**src/rtl/organ_pkg.sv**
```systemverilog
// Shared types and constants for the organ note path: note encoding,
// sequencer mode encoding and the default beat length used by the
// sequencer and the tone generator.
package organ_pkg;

    localparam int NOTE_BITS = 3;

    typedef logic [NOTE_BITS-1:0] note_t;

    // Code 0 means no key pressed / silence.
    localparam note_t NOTE_REST = '0;

    typedef enum logic [1:0] {
        IDLE   = 2'd0,
        RECORD = 2'd1,
        PLAY   = 2'd2
    } seq_mode_e;

    // One beat at the board clock rate.
    localparam int TICK_DIV_DEFAULT = 12500000;

endpackage

```
**src/rtl/melody_sequencer_if.sv**
```systemverilog
// Command/status bundle between the keyboard-side controller and the
// melody sequencer. master = command source, slave = sequencer.
interface melody_sequencer_if #(
    parameter int NOTE_W = 3,
    parameter int DEPTH  = 32
);
    localparam int CNT_W = $clog2(DEPTH) + 1;

    logic              rec_start;
    logic              play_start;
    logic              stop;
    logic [NOTE_W-1:0] key_value;

    logic              state;
    logic [NOTE_W-1:0] value_play;
    logic              rec_active;
    logic [CNT_W-1:0]  count;
    logic              full;

    modport master (
        output rec_start, play_start, stop, key_value,
        input  state, value_play, rec_active, count, full
    );

    modport slave (
        input  rec_start, play_start, stop, key_value,
        output state, value_play, rec_active, count, full
    );

endinterface

```
**src/rtl/beat_timer.sv**
```systemverilog
// Beat timer: counts TICK_DIV cycles per beat while enabled and flags
// the last cycle of each beat. Held at zero when disabled or cleared.
module beat_timer #(
    parameter int TICK_DIV = 12500000
) (
    input  logic clk,
    input  logic rst,
    input  logic en,
    input  logic clr,
    output logic beat_end
);

    localparam int CW = $clog2(TICK_DIV);
    localparam logic [CW-1:0] LAST = CW'(TICK_DIV - 1);

    logic [CW-1:0] cnt_q, cnt_d;

    assign beat_end = en && (cnt_q == LAST);

    // Next count: clear/disable force zero, otherwise wrap at LAST.
    always_comb begin
        cnt_d = cnt_q;
        if (clr || !en)
            cnt_d = '0;
        else if (cnt_q == LAST)
            cnt_d = '0;
        else
            cnt_d = cnt_q + CW'(1);
    end

    // Counter register.
    always_ff @(posedge clk or posedge rst) begin
        if (rst)
            cnt_q <= '0;
        else
            cnt_q <= cnt_d;
    end

endmodule

```
**src/rtl/melody_sequencer.sv**
```systemverilog
// Melody record/playback controller. Records distinct key presses into a
// small register buffer and replays them one note per beat, driving the
// play/input select and the played note to the display and tone blocks.
// Build option: define MELODY_LOOP_EN to repeat the melody until stopped
// instead of a single pass.
module melody_sequencer
    import organ_pkg::*;
#(
    parameter int DEPTH    = 32,
    parameter int TICK_DIV = TICK_DIV_DEFAULT,
    parameter int NOTE_W   = NOTE_BITS
) (
    input logic               clk,
    input logic               rst,
    melody_sequencer_if.slave bus
);

    localparam int PW = $clog2(DEPTH);
    localparam int CW = PW + 1;

    localparam logic [1:0] S_IDLE   = IDLE;
    localparam logic [1:0] S_RECORD = RECORD;
    localparam logic [1:0] S_PLAY   = PLAY;

    logic [1:0]        mode_q, mode_d;
    logic [CW-1:0]     count_q, count_d;
    logic [PW-1:0]     ptr_q, ptr_d;
    logic [NOTE_W-1:0] vp_q, vp_d;
    logic [NOTE_W-1:0] key_prev_q;
    logic [NOTE_W-1:0] mem_q [DEPTH];

    logic          press;
    logic          full;
    logic          last_note;
    logic          wr_en;
    logic          restart;
    logic          beat_end;
    logic [PW-1:0] ptr_inc;

    // A press is a new non-rest code; holding a key never re-triggers.
    assign press     = (bus.key_value != '0) && (bus.key_value != key_prev_q);
    assign full      = (count_q == CW'(DEPTH));
    assign last_note = ({1'b0, ptr_q} == (count_q - CW'(1)));
    assign ptr_inc   = ptr_q + PW'(1);

    beat_timer #(.TICK_DIV(TICK_DIV)) u_beat (
        .clk      (clk),
        .rst      (rst),
        .en       (mode_q == S_PLAY),
        .clr      (restart || (mode_d != S_PLAY)),
        .beat_end (beat_end)
    );

    // Mode transitions and datapath next-state; stop > rec_start > play_start.
    always_comb begin
        mode_d  = mode_q;
        count_d = count_q;
        ptr_d   = ptr_q;
        vp_d    = vp_q;
        wr_en   = 1'b0;
        restart = 1'b0;
        case (mode_q)
            S_IDLE: begin
                if (bus.stop) begin
                    mode_d = S_IDLE;
                end else if (bus.rec_start) begin
                    mode_d  = S_RECORD;
                    count_d = '0;
                end else if (bus.play_start && (count_q != '0)) begin
                    mode_d  = S_PLAY;
                    restart = 1'b1;
                    ptr_d   = '0;
                    vp_d    = mem_q[0];
                end
            end
            S_RECORD: begin
                if (bus.stop) begin
                    mode_d = S_IDLE;
                end else if (bus.rec_start) begin
                    count_d = '0;
                end else if (press && !full) begin
                    wr_en   = 1'b1;
                    count_d = count_q + CW'(1);
                end
            end
            S_PLAY: begin
                if (bus.stop) begin
                    mode_d = S_IDLE;
                    vp_d   = NOTE_W'(NOTE_REST);
                end else if (bus.rec_start) begin
                    mode_d  = S_RECORD;
                    count_d = '0;
                    vp_d    = NOTE_W'(NOTE_REST);
                end else if (bus.play_start) begin
                    restart = 1'b1;
                    ptr_d   = '0;
                    vp_d    = mem_q[0];
                end else if (beat_end) begin
                    if (last_note) begin
`ifdef MELODY_LOOP_EN
                        ptr_d = '0;
                        vp_d  = mem_q[0];
`else
                        mode_d = S_IDLE;
                        ptr_d  = '0;
                        vp_d   = NOTE_W'(NOTE_REST);
`endif
                    end else begin
                        ptr_d = ptr_inc;
                        vp_d  = mem_q[ptr_inc];
                    end
                end
            end
            default: begin
                mode_d = S_IDLE;
                vp_d   = NOTE_W'(NOTE_REST);
            end
        endcase
    end

    // Control and output registers.
    always_ff @(posedge clk or posedge rst) begin
        if (rst) begin
            mode_q     <= S_IDLE;
            count_q    <= '0;
            ptr_q      <= '0;
            vp_q       <= NOTE_W'(NOTE_REST);
            key_prev_q <= '0;
        end else begin
            mode_q     <= mode_d;
            count_q    <= count_d;
            ptr_q      <= ptr_d;
            vp_q       <= vp_d;
            key_prev_q <= bus.key_value;
        end
    end

    // Note buffer; contents are meaningless until written, so no reset.
    always_ff @(posedge clk) begin
        if (wr_en)
            mem_q[count_q[PW-1:0]] <= bus.key_value;
    end

    assign bus.state      = (mode_q == S_PLAY);
    assign bus.value_play = vp_q;
    assign bus.rec_active = (mode_q == S_RECORD);
    assign bus.count      = count_q;
    assign bus.full       = full;

endmodule
```
**src/flat_wrapper.sv**
```systemverilog
// flat-port wrapper written by rule: the top's interface ports become plain ports
module melody_sequencer_flat import organ_pkg::*;
#(
    parameter int DEPTH    = 32,
    parameter int TICK_DIV = TICK_DIV_DEFAULT,
    parameter int NOTE_W   = NOTE_BITS
)
  (clk, rst, bus_rec_start, bus_play_start, bus_stop, bus_key_value, bus_state, bus_value_play, bus_rec_active, bus_count, bus_full);
  melody_sequencer_if #(.NOTE_W(NOTE_W), .DEPTH(DEPTH)) bus_i ();
  input logic clk;
  input logic rst;
  input wire logic [$bits(bus_i.rec_start)-1:0] bus_rec_start;
  input wire logic [$bits(bus_i.play_start)-1:0] bus_play_start;
  input wire logic [$bits(bus_i.stop)-1:0] bus_stop;
  input wire logic [$bits(bus_i.key_value)-1:0] bus_key_value;
  output wire logic [$bits(bus_i.state)-1:0] bus_state;
  output wire logic [$bits(bus_i.value_play)-1:0] bus_value_play;
  output wire logic [$bits(bus_i.rec_active)-1:0] bus_rec_active;
  output wire logic [$bits(bus_i.count)-1:0] bus_count;
  output wire logic [$bits(bus_i.full)-1:0] bus_full;
  assign bus_i.rec_start = bus_rec_start;
  assign bus_i.play_start = bus_play_start;
  assign bus_i.stop = bus_stop;
  assign bus_i.key_value = bus_key_value;
  assign bus_state = bus_i.state;
  assign bus_value_play = bus_i.value_play;
  assign bus_rec_active = bus_i.rec_active;
  assign bus_count = bus_i.count;
  assign bus_full = bus_i.full;
  melody_sequencer #(.DEPTH(DEPTH), .TICK_DIV(TICK_DIV), .NOTE_W(NOTE_W)) u_core (.clk(clk), .rst(rst), .bus(bus_i));
endmodule
```
**config.mk**
```make
export PLATFORM = sky130hd
export DESIGN_NAME = melody_sequencer_flat
export DESIGN_NICKNAME = d
export VERILOG_FILES = /design/src/rtl/organ_pkg.sv /design/src/rtl/melody_sequencer_if.sv /design/src/rtl/beat_timer.sv /design/src/rtl/melody_sequencer.sv /design/src/flat_wrapper.sv
export SDC_FILE = /design/constraint.sdc
export NUM_CORES = 1
export LEC_CHECK = 0
export CORE_AREA = 2 2 164 166
export CTS_CLUSTER_DIAMETER = 200
export DETAILED_ROUTE_END_ITERATION = 16
export DIE_AREA = 0 0 166 168
export PLACE_DENSITY = 0.39
export SYNTH_ARGS = -nofsm -noshare
export SYNTH_HDL_FRONTEND = slang
export SYNTH_SLANG_ARGS = --single-unit
export TNS_END_PERCENT = 30
```
**constraint.sdc**
```tcl
create_clock -name clk -period 2.3 [get_ports clk]
set_input_delay 0.23 -clock clk [delete_from_list [all_inputs] [get_ports clk]]
set_output_delay 0.23 -clock clk [all_outputs]
set_load 0.05 [all_outputs]
```
==> metrics.txt <==
Peak supply drop=around 410 uV; synthesized area per cell=12.9 um2; Worst-Margin Slew=~0.65 ns; post-synthesis cell area=about 6400 um2; Setup-failing EPs final=0; TritonCTS clock tree=done; Clk Latency, worst-skew pair=between 0.4 and 0.5 ns; yosys warns=0; Hold WC Path Type=input pin to asynchronous set/reset pin; Tcrit/Tclk final=0.995; Cell Rows=60; area leader, netlist=edfxtp_1; Initial Utilization=0.244; WHS=0.232 ns; critical-path cell list=xnor2_1 -> a31o_2 -> a22o_1 -> a2111oi_4 -> buf_6 -> nand2_4 -> nor2_2; Detailed Place HPWL=roughly 12000 um; top cells by area, synth=edfxtp_1 (45%), dfrtp_1 (17%), mux4_2 (8.4%); drt drc=0; sequential element share of the synthesized area=0.615; commonest cells after routing, fill and taps aside=edfxtp_1 (96), buf_4 (53), nand2_1 (47); DP Worst Slack=-0.503 ns; Crit. Startpoint=u_core.key_prev_q[2]; I/O pin count=20; Worst EP required=2.42 ns; reg2reg start=u_core.key_prev_q[2]; share of the synthesized area in the top cell type=0.448; vias per inst=4.47; Period minus WS final=2.29 ns; total power=~6300 uW; die area=27900 um2; largest net degree at the start of global routing=30; synth-to-layout area growth=28.7%; Worst-path clk slew=0.08 ns; H-tree depth=4; GRT Resource Usage Total=0.128; status=finished clean; vias in the first global route=~4500; Synth cell types=around 60; Pins Over Slew Limit=0; FMAX=437 MHz; Pre-antenna DRT Iters=7; Max Cap Viol=0; type of origin of the critical path=flip-flop; clk_skew=0.0303 ns; Num CTS Buffers=17; clk sinks=139; RSZ-0062 raised after global routing=true; Power Dens Cells=between 700 and 800 nW/um2; # port buffers=19; most common cell after layout, fill and taps aside=edfxtp_1; Worst path max stage delay=0.41 ns; GRT overflow=0; Post-Route WL=roughly 17000 um; relative slew slack=0.569; WP data arrival=roughly 2.4 ns; Gate Count Post-Synth=497; initial antenna violation count=0; # diodes=0; largest fanout on the critical path=9; Vias=just over 4000; Synth async-reset ratio=0.309; Worst Slack Setup Final=0.0122 ns; postcts setup bufs=0; CTS max path bufs=2; initial DRC count=between 300 and 400; final antenna-violating net count=0; core footprint=roughly 26000 um2; share of layout cells above drive strength 1=0.311; slowest stage cell, crit path=dfrtp_1; DIE WIDTH=around 170 um; Nets=approximately 590; clock root buffer master=clkbuf_16; WS Path Type=flip-flop to flip-flop; Crit. End Element=flip-flop; hold_buf cts=0; final hold violations=0; global-route wire length before repair=between 20000 and 30000 um; Top FF cell, synth=edfxtp_1; Post-synth EDFFs=96; routability congestion estimate=0.731; DR WL/cell=18.4 um; die height=about 170 um; syn_nets=between 500 and 600; FF+latch count, synth=139; Leak=around 0.0028 uW
[synth_stat cells, types with 9 or more instances]
cell	n
edfxtp_1	96
nor2_1	68
nand2_1	50
dfrtp_1	43
nand3_1	29
mux4_2	24
xnor2_1	20
inv_1	14
xor2_1	12
nor3_1	11
clkbuf_1	9
o21ai_0	9
[timing repair]
item	CTS	global route
resized for setup	31	13
endpoints found under the setup margin	98	104
pin swaps	1	2
[registers in the layout (all words and copies together), names as in the netlist]
register and flops:
u_core.mem_q 96, u_core.u_beat.cnt_q 24, u_core.bus.value_play 3, u_core.mode_q 2, u_core.ptr_q 5, u_core.bus.count 6, u_core.key_prev_q 3
[through the flow]
stage | instances | cell area [um2] | utilization | setup TNS, ns
floorplan | 497 | 6500 | - | -1.91
global placement | 894 | 7500 | 0.285 | -40.05
detailed placement | 894 | 7500 | 0.285 | -44.03
CTS | 926 | 8230 | 0.312 | 0
global route | 926 | 8280 | 0.314 | -5.01
finish | 926 | 8280 | 0.314 | 0
[where the power goes]
group / internal (uW) / leakage [uW] / total (uW) / switching, uW
clock network: 1480 / 0.000300 / 2780 / 1300
registers: 2720 / 0.00144 / 2770 / 46.9
logic: 309 / 0.00111 / 781 / 472
[layout make-up]
class | instances | area, um2
clock buffer | 17 | 425
multi-input combinational | 325 | 2550
sequential | 139 | 3970
tap | 341 | 427
timing repair buffer | 75 | 659
inverter | 14 | 52.6
fill | 2628 | 18100
clock inverter | 15 | 199
[worst paths after layout]
kind,to,slack [ns],depth (start not counted)
max,u_core.mem_q[27][0],0.01,7
min,u_core.u_beat.cnt_q[13],0.23,2
max reg2reg,u_core.mem_q[27][0],0.01,7
min reg2reg,u_core.u_beat.cnt_q[0],0.54,2
max in group asynchronous,u_core.ptr_q[0],1.39,3
min in group clk,u_core.key_prev_q[1],0.50,2
[cells by family after synthesis]
group / Yosys count / share of synthesized area
buffers and inverters: 33 / 0.0212
and+or+nand+nor: 209 / 0.157
muxes: 28 / 0.0902
DFF: 139 / 0.615
xor gates and xnor gates: 32 / 0.0436
adders and majority gates: 6 / 0.0117
AOI/OAI and AO/OA: 50 / 0.0611
[layer usage]
layer	part of all wire	vias to the layer above	GRT usage
met5	0	-	0
met2	0.50	56	0.217
li1	-	2000	-
met1	0.47	2077	0.169
met4	0.0075	0	0.0363
met3	0.026	4	0.0249
[worst max-delay path, delay by kind of cell, from the launching register on]
family	cells	cell delay (ns)
AO/OA/AOI/OAI	3	0.83
buffers and inverters	1	0.20
XOR/XNOR	1	0.14
flip-flops	1	0.41
AND/OR/NAND/NOR	2	0.39
No activity file was read; power rests on OpenSTA's default activity.
==> variant: new RTL, same settings <==
`DEPTH` is set to 32 in 3 places; all go to 64.
--- a/src/rtl/melody_sequencer_if.sv
+++ b/src/rtl/melody_sequencer_if.sv
@@ -2,7 +2,7 @@
 // melody sequencer. master = command source, slave = sequencer.
 interface melody_sequencer_if #(
     parameter int NOTE_W = 3,
-    parameter int DEPTH  = 32
+    parameter int DEPTH  = 64
 );
     localparam int CNT_W = $clog2(DEPTH) + 1;
 
--- a/src/rtl/melody_sequencer.sv
+++ b/src/rtl/melody_sequencer.sv
@@ -6,7 +6,7 @@
 module melody_sequencer
     import organ_pkg::*;
 #(
-    parameter int DEPTH    = 32,
+    parameter int DEPTH    = 64,
     parameter int TICK_DIV = TICK_DIV_DEFAULT,
     parameter int NOTE_W   = NOTE_BITS
 ) (
--- a/src/flat_wrapper.sv
+++ b/src/flat_wrapper.sv
@@ -1,7 +1,7 @@
 // flat-port wrapper written by rule: the top's interface ports become plain ports
 module melody_sequencer_flat import organ_pkg::*;
 #(
-    parameter int DEPTH    = 32,
+    parameter int DEPTH    = 64,
     parameter int TICK_DIV = TICK_DIV_DEFAULT,
     parameter int NOTE_W   = NOTE_BITS
 )
Interface: changed (resized bus_count); port bits go from 20 to 21. No check against the original RTL was run, so the function may have changed too.
==> variant against the unedited design <==
- the flow now finishes with violations (negative setup slack)
- routed wire length rose by 63%
- sequential cell count rose by 98
- design area rose by 59%
- worst hold slack got worse by 0.22 ns
- power rose by 65%
- global-route usage rose by 7.1 points
- setup slack got worse by 0.19 ns
- synthesized area rose by 62%
- clock power rose by 51%
- die area did not move
- utilization rose by 19 points
- combinational power rose by 88%
- critical path type unchanged
- critical endpoint is now u_core.bus.value_play[1]
- largest power group is now sequential cells
==> variant: results (changes against the unedited design) <==
| Metric | Value |
|---|---|
| Crit path max fanout | `5 (was 9)` |
| Leakage | `4.322 nW (was 2.847 nW)` |
| Via-per-instance ratio | `5.459 (was 4.468)` |
| DP Area | `11710 sq um (was 7500 sq um)` |
| DP HPWL | `18.90 mm (was 12.45 mm)` |
| Final setup fails | `3 (was 0)` |
| Syn Nets | `735 (was 511)` |
| CP arrival | `2.89 ns (was 2.40 ns)` |
| WL final | `27.73 mm (was 17.02 mm)` |
| PortBufs | `20 (was 19)` |
| Sequential share of the synthesized area | `65.97% (was 61.53%)` |
| Clock buffer depth | `3 (was 2)` |
| Slew margin rel. | `34.25% (was 56.88%)` |
| H-tree depth | `1 (was 4)` |
| Clock Latency Late Sink | `0.55 ns (was 0.42 ns)` |
| Peak VDD IR | `658.3 uV (was 414.8 uV)` |
| Clock buffer count from CTS | `27 (was 17)` |
| Clk slew on worst S/H paths | `0.06 ns (was 0.08 ns)` |
| Layout cells sized above 1 | `31.96% (was 31.11%)` |
| CTS root buf | `clkbuf_16 (unchanged)` |
| WHS | `0.009621 ns (was 0.2322 ns)` |
| Failing checks | `negative setup slack` |
| Top post-synthesis cells by area | `edfxtp_1 (55%), dfrtp_1 (11%), mux4_2 (8.6%), nor2_1 (3.6%), nand3_1 (2.6%) (was edfxtp_1 (45%), dfrtp_1 (17%), mux4_2 (8.4%), nor2_1 (4.0%), nand2_1 (2.9%))` |
| Async SR Flop Fraction | `18.99% (was 30.94%)` |
| Clock Skew | `0.01099 ns (was 0.03029 ns)` |
| DRT iter0 DRCs | `511 (was 314)` |
| Max reg flops | `192 (was 96)` |
| RD Place Congestion | `0.7929 (was 0.7309)` |
| First-pass GRT wire length | `42.06 mm (was 27.02 mm)` |
| Filler cell count in the final layout | `2250 (was 2628)` |
| Nets | `843 (was 586)` |
| Commonest cells post-synth | `edfxtp_1 (192), nor2_1 (100), nand3_1 (55), dfrtp_1 (45), mux4_2 (40) (was edfxtp_1 (96), nor2_1 (68), nand2_1 (50), dfrtp_1 (43), nand3_1 (29))` |
| Post-synth EDFFs | `192 (was 96)` |
| Vias in the first global route | `6680 (was 4452)` |
| Routed wl met3 | `964 microns (was 442 microns)` |
| Post-Synth Adder-Cell Area | `0.5989% (was 1.167%)` |
| M1 wire length | `12.59 mm (was 7.942 mm)` |
| Final worst slack | `-0.1759 ns (was 0.01218 ns)` |
| Outcome | `finished, violations left (was complete, no violations)` |
| Count of different cell masters after synthesis | `53 (was 61)` |
| XOR/XNOR Fraction of Synth Area | `3.102% (was 4.356%)` |
| GRT Resource Usage Total | `19.91% (was 12.84%)` |
| Mux cell area share after synthesis | `11.44% (was 9.024%)` |
| Met2 WL | `13.62 mm (was 8.505 mm)` |
| Compound-Gate Fraction of Synth Area | `5.498% (was 6.107%)` |
==> variant: worst paths after layout <==
path / start / to / cells past startpoint
max in group asynchronous: rst / u_core.bus.count[3] / 3
min reg2reg: u_core.u_beat.cnt_q[0] / u_core.u_beat.cnt_q[0] / 1
max reg2reg: u_core.ptr_q[0] / u_core.bus.value_play[1] / 6
max: u_core.ptr_q[0] / u_core.bus.value_play[1] / 6
min in group clk: bus_key_value[2] / u_core.key_prev_q[2] / 2
min: rst / u_core.bus.count[2] / 2
==> variant: what timing repair did <==
item,in CTS,in global routing
endpoints found under the setup margin,142,188
pin swaps,7,5
setup buffers,5,7
gates resized for setup,62,71
==> variant: area by class of cell <==
class,instances,area [sq um],area share (%)
Clock inverter,15,156.4,1.187
Sequential cell,237,6899,52.35
Inverter,16,60.06,0.4558
Antenna cell,1,2.502,0.01899
Timing Repair Buffer,118,1066,8.090
Tap cell,341,426.7,3.238
Multi-Input combinational cell,430,3861,29.30
Clock buffer,35,705.7,5.355
==> variant: kinds of logic (layout without fill, tap and decap cells) <==
family	count (synthesis)	in the layout
xor gates and xnor gates	37	37
DFF	237	237
muxes	69	69
other	0	1
AOI/OAI and AO/OA	77	77
buffers and inverters	55	184
adders and majority gates	5	5
and+or+nand+nor	242	242
==> variant: routing by layer <==
layer,up-vias,GRT usage [%]
li1,3005,-
met1,3334,27.79
met2,132,33.97
met3,41,2.468
met4,0,3.856
met5,-,0
==> variant: power by group <==
part	switching [mW]	total, mW	internal, mW
Clock	1.71	4.21	2.50
Combinational	0.882	1.47	0.584
Sequential	0.0673	4.76	4.70
==> variant: per-stage QoR <==
stage               instances  setup WS, ns  util (%)  TNS, ns
floorplan                 722       -0.1419         -   -9.249
global placement         1130       -0.2371     44.43   -11.06
detailed placement       1130       -0.2576     44.43   -12.46
CTS                      1185       -0.1871     48.60  -0.5374
global route             1192       -0.2999     50.00   -2.790
finish                   1193       -0.1759     50.01  -0.3980
==> variant: critical path, stage by stage (launching register included) <==
cell,delay (ns)
dfrtp_2,0.44
ha_4,0.34
mux4_2,0.50
mux4_2,0.45
mux2_4,0.29
a221oi_2,0.22
a211oi_1,0.10
